## src/rtl/cpu_spi_rx_packer.sv

```systemverilog
// SPI mode-0 receive front end: oversampled deserializer, byte-pair packer,
// small word FIFO and SRAM FIFO_I write handshake with per-frame status.
module cpu_spi_rx_packer #(
   parameter int SYNC_STAGES = 2,
   parameter int BUF_DEPTH   = 4,
   parameter int LEN_W       = 11
) (
   input  logic             clk,
   input  logic             reset_n,
   input  logic             cpu_sclk,
   input  logic             cpu_mosi,
   input  logic             cpu_ss_n,
   input  logic             sram_hint,
   input  logic             sram_full,
   output logic             sram_write,
   output logic [15:0]      sram_data,
   output logic             frame_done,
   output logic [LEN_W-1:0] frame_len,
   output logic             frame_odd,
   output logic             overflow,
   output logic             busy
);

   localparam int AW = (BUF_DEPTH > 1) ? $clog2(BUF_DEPTH) : 1;

   typedef enum logic [1:0] {ST_IDLE, ST_ACTIVE, ST_FLUSH} state_t;

   state_t state_q, state_d;

   logic [SYNC_STAGES-1:0] sclk_sync, mosi_sync, ss_sync;
   logic sclk_rise, ss_fall, ss_rise, mosi_s;

   logic [6:0]       shift_q;
   logic [2:0]       bit_cnt_q;
   logic [7:0]       pend_q;
   logic             pend_vld_q;
   logic [LEN_W-1:0] byte_cnt_q;
   logic             odd_q;

   logic [7:0]  new_byte;
   logic        push, frame_start, frame_end, flush_pad, sample, byte_done;
   logic [15:0] push_data;

   logic [15:0] mem [BUF_DEPTH];
   logic [AW-1:0] wr_ptr, rd_ptr;
   logic [AW:0]   fifo_cnt;
   logic fifo_full, fifo_empty, pop, do_push, drop;

   always_ff @(posedge clk or negedge reset_n) begin
      if (!reset_n) begin
         sclk_sync <= '0;
         mosi_sync <= '0;
         ss_sync   <= '1;
      end else begin
         sclk_sync <= {sclk_sync[SYNC_STAGES-2:0], cpu_sclk};
         mosi_sync <= {mosi_sync[SYNC_STAGES-2:0], cpu_mosi};
         ss_sync   <= {ss_sync[SYNC_STAGES-2:0], cpu_ss_n};
      end
   end

   assign sclk_rise = sclk_sync[SYNC_STAGES-2] & ~sclk_sync[SYNC_STAGES-1];
   assign ss_fall   = ~ss_sync[SYNC_STAGES-2] & ss_sync[SYNC_STAGES-1];
   assign ss_rise   = ss_sync[SYNC_STAGES-2] & ~ss_sync[SYNC_STAGES-1];
   assign mosi_s    = mosi_sync[SYNC_STAGES-1];
   assign new_byte  = {shift_q, mosi_s};

   always_ff @(posedge clk or negedge reset_n) begin
      if (!reset_n) state_q <= ST_IDLE;
      else          state_q <= state_d;
   end

   always_comb begin
      state_d     = state_q;
      push        = 1'b0;
      push_data   = '0;
      frame_start = 1'b0;
      frame_end   = 1'b0;
      flush_pad   = 1'b0;
      sample      = 1'b0;
      byte_done   = 1'b0;
      unique case (state_q)
         ST_IDLE: begin
            if (ss_fall) begin
               state_d     = ST_ACTIVE;
               frame_start = 1'b1;
            end
         end
         ST_ACTIVE: begin
            if (ss_rise) begin
               // any partial byte is simply abandoned with bit_cnt
               state_d = ST_FLUSH;
               if (pend_vld_q) begin
                  push      = 1'b1;
                  push_data = {pend_q, 8'h00};
                  flush_pad = 1'b1;
               end
            end else if (sclk_rise) begin
               sample = 1'b1;
               if (bit_cnt_q == 3'd7) begin
                  byte_done = 1'b1;
                  if (pend_vld_q) begin
                     push      = 1'b1;
                     push_data = {pend_q, new_byte};
                  end
               end
            end
         end
         ST_FLUSH: begin
            if (fifo_empty && !sram_write) begin
               state_d   = ST_IDLE;
               frame_end = 1'b1;
            end
         end
         default: state_d = ST_IDLE;
      endcase
   end

   always_ff @(posedge clk or negedge reset_n) begin
      if (!reset_n) begin
         shift_q    <= '0;
         bit_cnt_q  <= '0;
         pend_q     <= '0;
         pend_vld_q <= 1'b0;
         byte_cnt_q <= '0;
         odd_q      <= 1'b0;
      end else if (frame_start) begin
         bit_cnt_q  <= '0;
         pend_vld_q <= 1'b0;
         byte_cnt_q <= '0;
         odd_q      <= 1'b0;
      end else if (flush_pad) begin
         pend_vld_q <= 1'b0;
         odd_q      <= 1'b1;
      end else if (sample) begin
         shift_q   <= new_byte[6:0];
         bit_cnt_q <= bit_cnt_q + 3'd1;
         if (byte_done) begin
            if (byte_cnt_q != '1) byte_cnt_q <= byte_cnt_q + LEN_W'(1);
            if (pend_vld_q) begin
               pend_vld_q <= 1'b0;
            end else begin
               pend_q     <= new_byte;
               pend_vld_q <= 1'b1;
            end
         end
      end
   end

   assign fifo_empty = (fifo_cnt == '0);
   assign fifo_full  = (fifo_cnt == (AW+1)'(BUF_DEPTH));
   assign pop        = ~fifo_empty & sram_hint & ~sram_full;
   assign do_push    = push & (~fifo_full | pop);
   assign drop       = push & fifo_full & ~pop;

   always_ff @(posedge clk) begin
      if (do_push) mem[wr_ptr] <= push_data;
   end

   // the FIFO head leaves on the same edge that raises the registered strobe
   always_ff @(posedge clk or negedge reset_n) begin
      if (!reset_n) begin
         wr_ptr     <= '0;
         rd_ptr     <= '0;
         fifo_cnt   <= '0;
         sram_write <= 1'b0;
         sram_data  <= '0;
      end else begin
         if (do_push) wr_ptr <= wr_ptr + AW'(1);
         if (pop)     rd_ptr <= rd_ptr + AW'(1);
         unique case ({do_push, pop})
            2'b10:   fifo_cnt <= fifo_cnt + (AW+1)'(1);
            2'b01:   fifo_cnt <= fifo_cnt - (AW+1)'(1);
            default: fifo_cnt <= fifo_cnt;
         endcase
         sram_write <= pop;
         if (pop) sram_data <= mem[rd_ptr];
      end
   end

   always_ff @(posedge clk or negedge reset_n) begin
      if (!reset_n) begin
         overflow   <= 1'b0;
         frame_done <= 1'b0;
         frame_len  <= '0;
         frame_odd  <= 1'b0;
      end else begin
         if (frame_start)  overflow <= 1'b0;
         else if (drop)    overflow <= 1'b1;
         frame_done <= frame_end;
         if (frame_end) begin
            frame_len <= byte_cnt_q;
            frame_odd <= odd_q;
         end
      end
   end

   assign busy = (state_q != ST_IDLE) | ~fifo_empty;

endmodule

```

## config.mk

```make
export PLATFORM = sky130hd
export DESIGN_NAME = cpu_spi_rx_packer
export DESIGN_NICKNAME = d
export VERILOG_FILES = /design/src/rtl/cpu_spi_rx_packer.sv
export SDC_FILE = /design/constraint.sdc
export NUM_CORES = 1
export LEC_CHECK = 0
export ABC_CLOCK_PERIOD_IN_PS = 3200
export CAP_MARGIN = 25
export CORE_AREA = 4 4 143 145
export DETAILED_ROUTE_END_ITERATION = 8
export DIE_AREA = 0 0 147 149
export GPL_ROUTABILITY_DRIVEN = 0
export PLACE_DENSITY_LB_ADDON = 0.15
export SYNTH_ARGS = -nofsm -noshare
export SYNTH_HDL_FRONTEND = slang
export SYNTH_SLANG_ARGS = --single-unit
```

## constraint.sdc

```tcl
create_clock -name clk -period 3.2 [get_ports clk]
set_clock_uncertainty 0.2 [all_clocks]
set_input_delay 0.32 -clock clk [delete_from_list [all_inputs] [get_ports clk]]
set_output_delay 0.32 -clock clk [all_outputs]
set_load 0.1 [all_outputs]
```

**Yosys cells after proc, flatten, opt, wreduce, memory -nomap -nowiden**

Memories as Yosys holds them, arrays and structs flattened. A register that Yosys moved wholly into a read port is not among the register bits.
Index checks and enable logic that the tools add are counted.

- $lt $le $gt $ge: 0
- Bitwise logic cells: 20
- Multipliers: 0
- Equal/unequal tests: 11
- Divide/modulo/power cells: 0
- Multiplexer cells: 48
- Reduce and logical (&&, ||, !) cells: 20
- Shift operators: 0
- Add/subtract/negate cells: 6

Operator list:

| kind | count |
|---|---|
| 16-bit 2-to-1 mux | 6 |
| 11-bit 2-to-1 mux | 5 |
| 1-bit 2-to-1 mux | 29 |
| 2-bit nonzero test | 7 |
| 11-bit by 1-bit adder with 11-bit output (second input constant) | 1 |
| 11-bit != test (second input constant) | 1 |
| 1-bit NOT | 10 |
| 3-bit 2-to-1 mux | 3 |
| 1-bit bitwise AND | 8 |
| 2-bit != test (second input constant) | 4 |
| 3-bit by 1-bit adder with 3-bit output (second input constant) | 2 |
| 3-bit == test (second input constant) | 2 |
| 2-bit 2-to-1 mux | 3 |
| 2-bit one-hot mux with 3 select lines | 1 |
| 3-bit one-hot mux with 2 select lines | 1 |
| 3-bit AND reduction | 2 |
| 3-bit nonzero test | 2 |
| 5-bit AND reduction | 1 |
| 2-bit by 1-bit adder with 2-bit output (second input constant) | 2 |
| 2-bit by 1-bit == test with 1-bit output (second input constant) | 2 |
| 2-bit == test (second input constant) | 2 |
| 2-bit AND reduction | 2 |
| 4-bit AND reduction | 1 |
| 3-bit logical NOT | 1 |
| 5 further kinds | 7 |

- Register bits: 61
- Memory bits (writable): 64
- Bits in read-only memories: 0
- Memories: 1
- Word-level logic and storage cells: 124
- Bits in latches: 0

Memory list:

| memory | words | bits a word | rd ports | clocked after Yosys merged registers in | wr ports | RTL line | source |
|---|---|---|---|---|---|---|---|
| mem | 4 | 16 | 1 | 1 | 1 | 44 | `logic [15:0] mem [BUF_DEPTH];` |

**Longest topological paths before layout**

- Depth in word-level cells: 9
- Gate-level depth with buffers: 13

**Worst setup path after synthesis**

No wires, ideal clock.

- Path type: reg-to-reg
- Start point: reg bit_cnt_q[0]
- End point: reg fifo_cnt[2]
- Cell stages (with the launch flop): 14
- Path slack: 0.441 ns
- Arrival: 2.479 ns
- Required time: 2.921 ns
- Cell sequence: dfrtp_1 ha_1 ha_1 and3b_1 clkbuf_1 o211a_1 and2_1 inv_1 ha_1 inv_1 fa_1 xor2_1 nor2_1 xor2_1

- Cells in the longest elaborated chain, start to end: 8
- Elaborated cells between the ends (all ways): 10

Ends and longest elaborated chain:

| what | RTL line | source |
|---|---|---|
| from (decl) | 34 | `logic [2:0] bit_cnt_q;` |
| from (signal assigned) | 136 | `bit_cnt_q <= bit_cnt_q + 3'd1;` |
| 3-bit == test (*) | 99 | `if (bit_cnt_q == 3'd7) begin` |
| 1-bit 2-to-1 mux (*) | 99 |  |
| 1-bit 2-to-1 mux (*) | 97 | `end else if (sclk_rise) begin` |
| 1-bit 2-to-1 mux (*) | 89 | `if (ss_rise) begin` |
| 1-bit 2-to-1 mux (*) | 81 | `unique case (state_q)` |
| 1-bit bitwise AND (*) | 152 | `assign do_push = push & (~fifo_full \| pop);` |
| 2-bit by 1-bit == test with 1-bit output or 2-bit == test (tied branches) | 170 | `unique case ({do_push, pop})` |
| 3-bit one-hot mux with 2 select lines or 2-bit nonzero test (tied branches) | - |  |
| to (signal assigned) | 171 | `2'b10: fifo_cnt <= fifo_cnt + (AW+1)'(1);` |
| to (signal assigned) | 172 | `2'b01: fifo_cnt <= fifo_cnt - (AW+1)'(1);` |
| to (signal assigned) | 173 | `default: fifo_cnt <= fifo_cnt;` |
| to (decl) | 46 | `logic [AW:0] fifo_cnt;` |

Mark *: on every way between the ends. The rest lies on a longest branch, timed or not.
A chain may end at the register's enable or synchronous reset.

**Worst setup path after layout**

Same ends and word-level chain as after synthesis.

==> results.tsv <==
stage	metric	value	unit
cts	cts_repair_resize_count	0	
final_layout	layout.cells.non_filler	693	
die	start_util	0.297	
critical_path	path_max_fanout	5	
min_path	min_path_type	primary input to register	
pwr	powerDensity	865	nW/um^2
synth	ys_types	48	
grt	grt_pass1_vias	3258	
timing	max_slew_margin	0.434	
detailed_routing	wire_per_inst	15.8	um
synth	synth_common_cells	75 x dfrtp_1, 64 x edfxtp_1, 42 x mux2_2	
placement	place_inst	660	
critical_path	cp.required	3.33	ns
timing	min_period	2.91	ns
placement	place_hpwl	7090	um
synth	yosys_warnings	0	
final_layout	synthToLayoutAreaGrowth	21.9	%
synth	synthTopCellsByArea	edfxtp_1 34%, dfrtp_1 33%, mux2_2 8.3%, mux4_2 6.3%, ha_1 1.8%	
final_layout	drive_gt1_frac	0.318	
synth	synth_edf_count	64	
critical_path	endpoint_kind	register	
detailed_routing	final_antenna_net_count	0	
final_layout	nNetsFinal	431	
timing	period_share	0.909	
status	status	finished clean	
synth	syn_area	5710	um^2
cts	clockBufferDepth	2	
die	die_height	149	um
die	core-area	19200	um^2
timing	hold_viol	0	
final_layout	seq_area	3850	um^2
final_layout	final_cell_area	6950	um^2
synth	ys.flop_type	dfrtp_1	
synth	synthArstFlopShare	0.546	
cts	clk_pin_slew	0.06	ns
run	cap_viol_max_count	0	
cts	cts_buffers	17	
synth	synth_top_area_share	0.337	
synth	synth.most_common_cell	dfrtp_1	
timing	hold_slack	0.109	ns
grt	grt_max_degree	49	
timing	tightest_slew	0.849	ns
timing	rsz0062_at_grt	no	
critical_path	worstSetupPathType	register to register	
timing	finalSetupTns	0	ns
critical_path	start_kind	register	
detailed_routing	viasPerCell	4.45	
cts	ctsRootBufferMaster	clkbuf_16	
detailed_routing	routed_wl	11000	um
placement	port-buffer-count	38	
timing	max_freq	344	MHz
cts	numClockSinks	141	
die	die-area	21900	um^2
grt	grt_use_total	0.108	
grt	antenna_found_initial	0	
pwr	vdd_drop_max	0.410	mV
cts	clock_latency	0.42	ns
die	dieWidth	147	um
synth	syn_nets	378	
grt	grt-ovfl-total	0	
pwr	p_leak	0.00290	uW
timing	setup_viol	0	
synth	ys_ff_latch	141	
synth	avgSynthCellArea	15.8	um^2
timing	drv_slew	0	
synth	seq_area_frac_synth	0.675	
final_layout	antenna_cells	0	
final_layout	fillers	1827	
cts	cts_setup_buffers	0	
cts	h-tree-depth	4	
detailed_routing	drtIter0Drc	108	
placement	dpl_cell_area	6340	um^2
detailed_routing	dr.pass1.iters	4	
synth	netlist_instances	362	
grt	grt_pass1_wl	18100	um
die	fp-row-count	51	
synth	yosysTopAreaCell	edfxtp_1	
die	ios	39	
final_layout	multiInputGateArea	1750	um^2
detailed_routing	drc	0	
detailed_routing	vias	3085	
cts	cts_tree	yes	
critical_path	arrival	3.04	ns
-- sequential cells by signal (all words and copies together) (netlist names), 2 cells and up --
register and count:
fifo_cnt 3, mem 64, state_q 2, ss_sync 2, frame_len 11, mosi_sync 2, shift_q 7, sclk_sync 2
pend_q 8, byte_cnt_q 11, bit_cnt_q 3, wr_ptr 2, sram_data 16, rd_ptr 2
-- placed cells by master, fill, tap and decap left out, types with 4 or more instances in the layout --
master / n
a21oi_1: 7
and2_1: 12
and3_1: 14
buf_4: 42
bufinv_16: 4
clkbuf_16: 17
clkdlybuf4s50_1: 5
dfrtp_1: 75
edfxtp_1: 64
ha_1: 8
inv_1: 10
mux2_2: 42
mux2i_1: 4
mux4_2: 16
nand2_1: 18
nand2b_1: 5
nand3_1: 11
nor2_1: 7
o21ai_0: 8
-- kinds of logic after synthesis --
family / synth area share
flip-flops: 0.675
AND/OR/NAND/NOR: 0.0923
multiplexers: 0.153
AO/OA/AOI/OAI: 0.0316
buffers and inverters: 0.0178
adder cells (fa/ha/maj): 0.0211
XOR/XNOR: 0.00921
-- critical path, cell delays in order (launching register included) --
cell	delay [ns]
dfrtp_1	0.39
ha_1	0.20
ha_1	0.17
and3b_1	0.25
o211a_1	0.27
and2_1	0.17
inv_1	0.07
ha_1	0.18
inv_1	0.07
fa_1	0.39
xor2_1	0.17
nor2_1	0.14
xor2_1	0.18
-- power by group --
group | internal, uW | switching (uW)
logic | 546 | 1160
registers | 2090 | 197
clock network | 1290 | 725
total | 3930 | 2080
-- per-layer routing --
metal / wire length (um) / GRT usage / vias to the layer above / part of all wire
li1: - / - / 1464 / -
met4: 149 / 0.0405 / 0 / 0.014
met5: 0 / 0 / - / 0
met1: 5110 / 0.140 / 1548 / 0.47
met2: 5270 / 0.171 / 60 / 0.48
met3: 456 / 0.0349 / 13 / 0.042
-- timing repair --
| action | in CTS | in global routing |
|---|---|---|
| hold buffers | 1 | 0 |
| endpoints found under the hold margin | 44 | 0 |
| endpoints found under the setup margin | 0 | 0 |
-- layout make-up --
cell class / count / area share
Clock buffer: 19 / 0.0623
Clock inverter: 13 / 0.0247
Inverter: 10 / 0.00540
Multi-Input combinational cell: 197 / 0.252
Sequential cell: 141 / 0.554
Tap cell: 265 / 0.0477
Timing Repair Buffer: 48 / 0.0540
-- worst paths after layout --
path / from / to / slack, ns / cells past startpoint
worst max register to register: bit_cnt_q[0]$_DFFE_PN0P_ / fifo_cnt[2]$_DFFE_PN0P_ / 0.29 / 12
worst min register to register: mosi_sync[0]$_DFF_PN0_ / mosi_sync[1]$_DFF_PN0_ / 0.18 / 0
min in group asynchronous: reset_n / sram_data[15]$_DFFE_PN0P_ / 0.27 / 2
worst max-delay path: bit_cnt_q[0]$_DFFE_PN0P_ / fifo_cnt[2]$_DFFE_PN0P_ / 0.29 / 12
max in group asynchronous: reset_n / byte_cnt_q[0]$_DFFE_PN0P_ / 1.82 / 3
worst min-delay path: cpu_ss_n / ss_sync[0]$_DFF_PN1_ / 0.11 / 1
-- metrics by stage --
stage	setup WS, ns	util	total power, uW
6_report	0.292	0.362	6010
5_1_grt	0.104	0.362	6300
3_3_place_gp	0.475	0.330	4040
4_1_cts	0.288	0.362	6120
3_5_place_dp	0.304	0.330	4060
2_1_floorplan	0.441	-	3660
(Power assumes the default switching activity.)
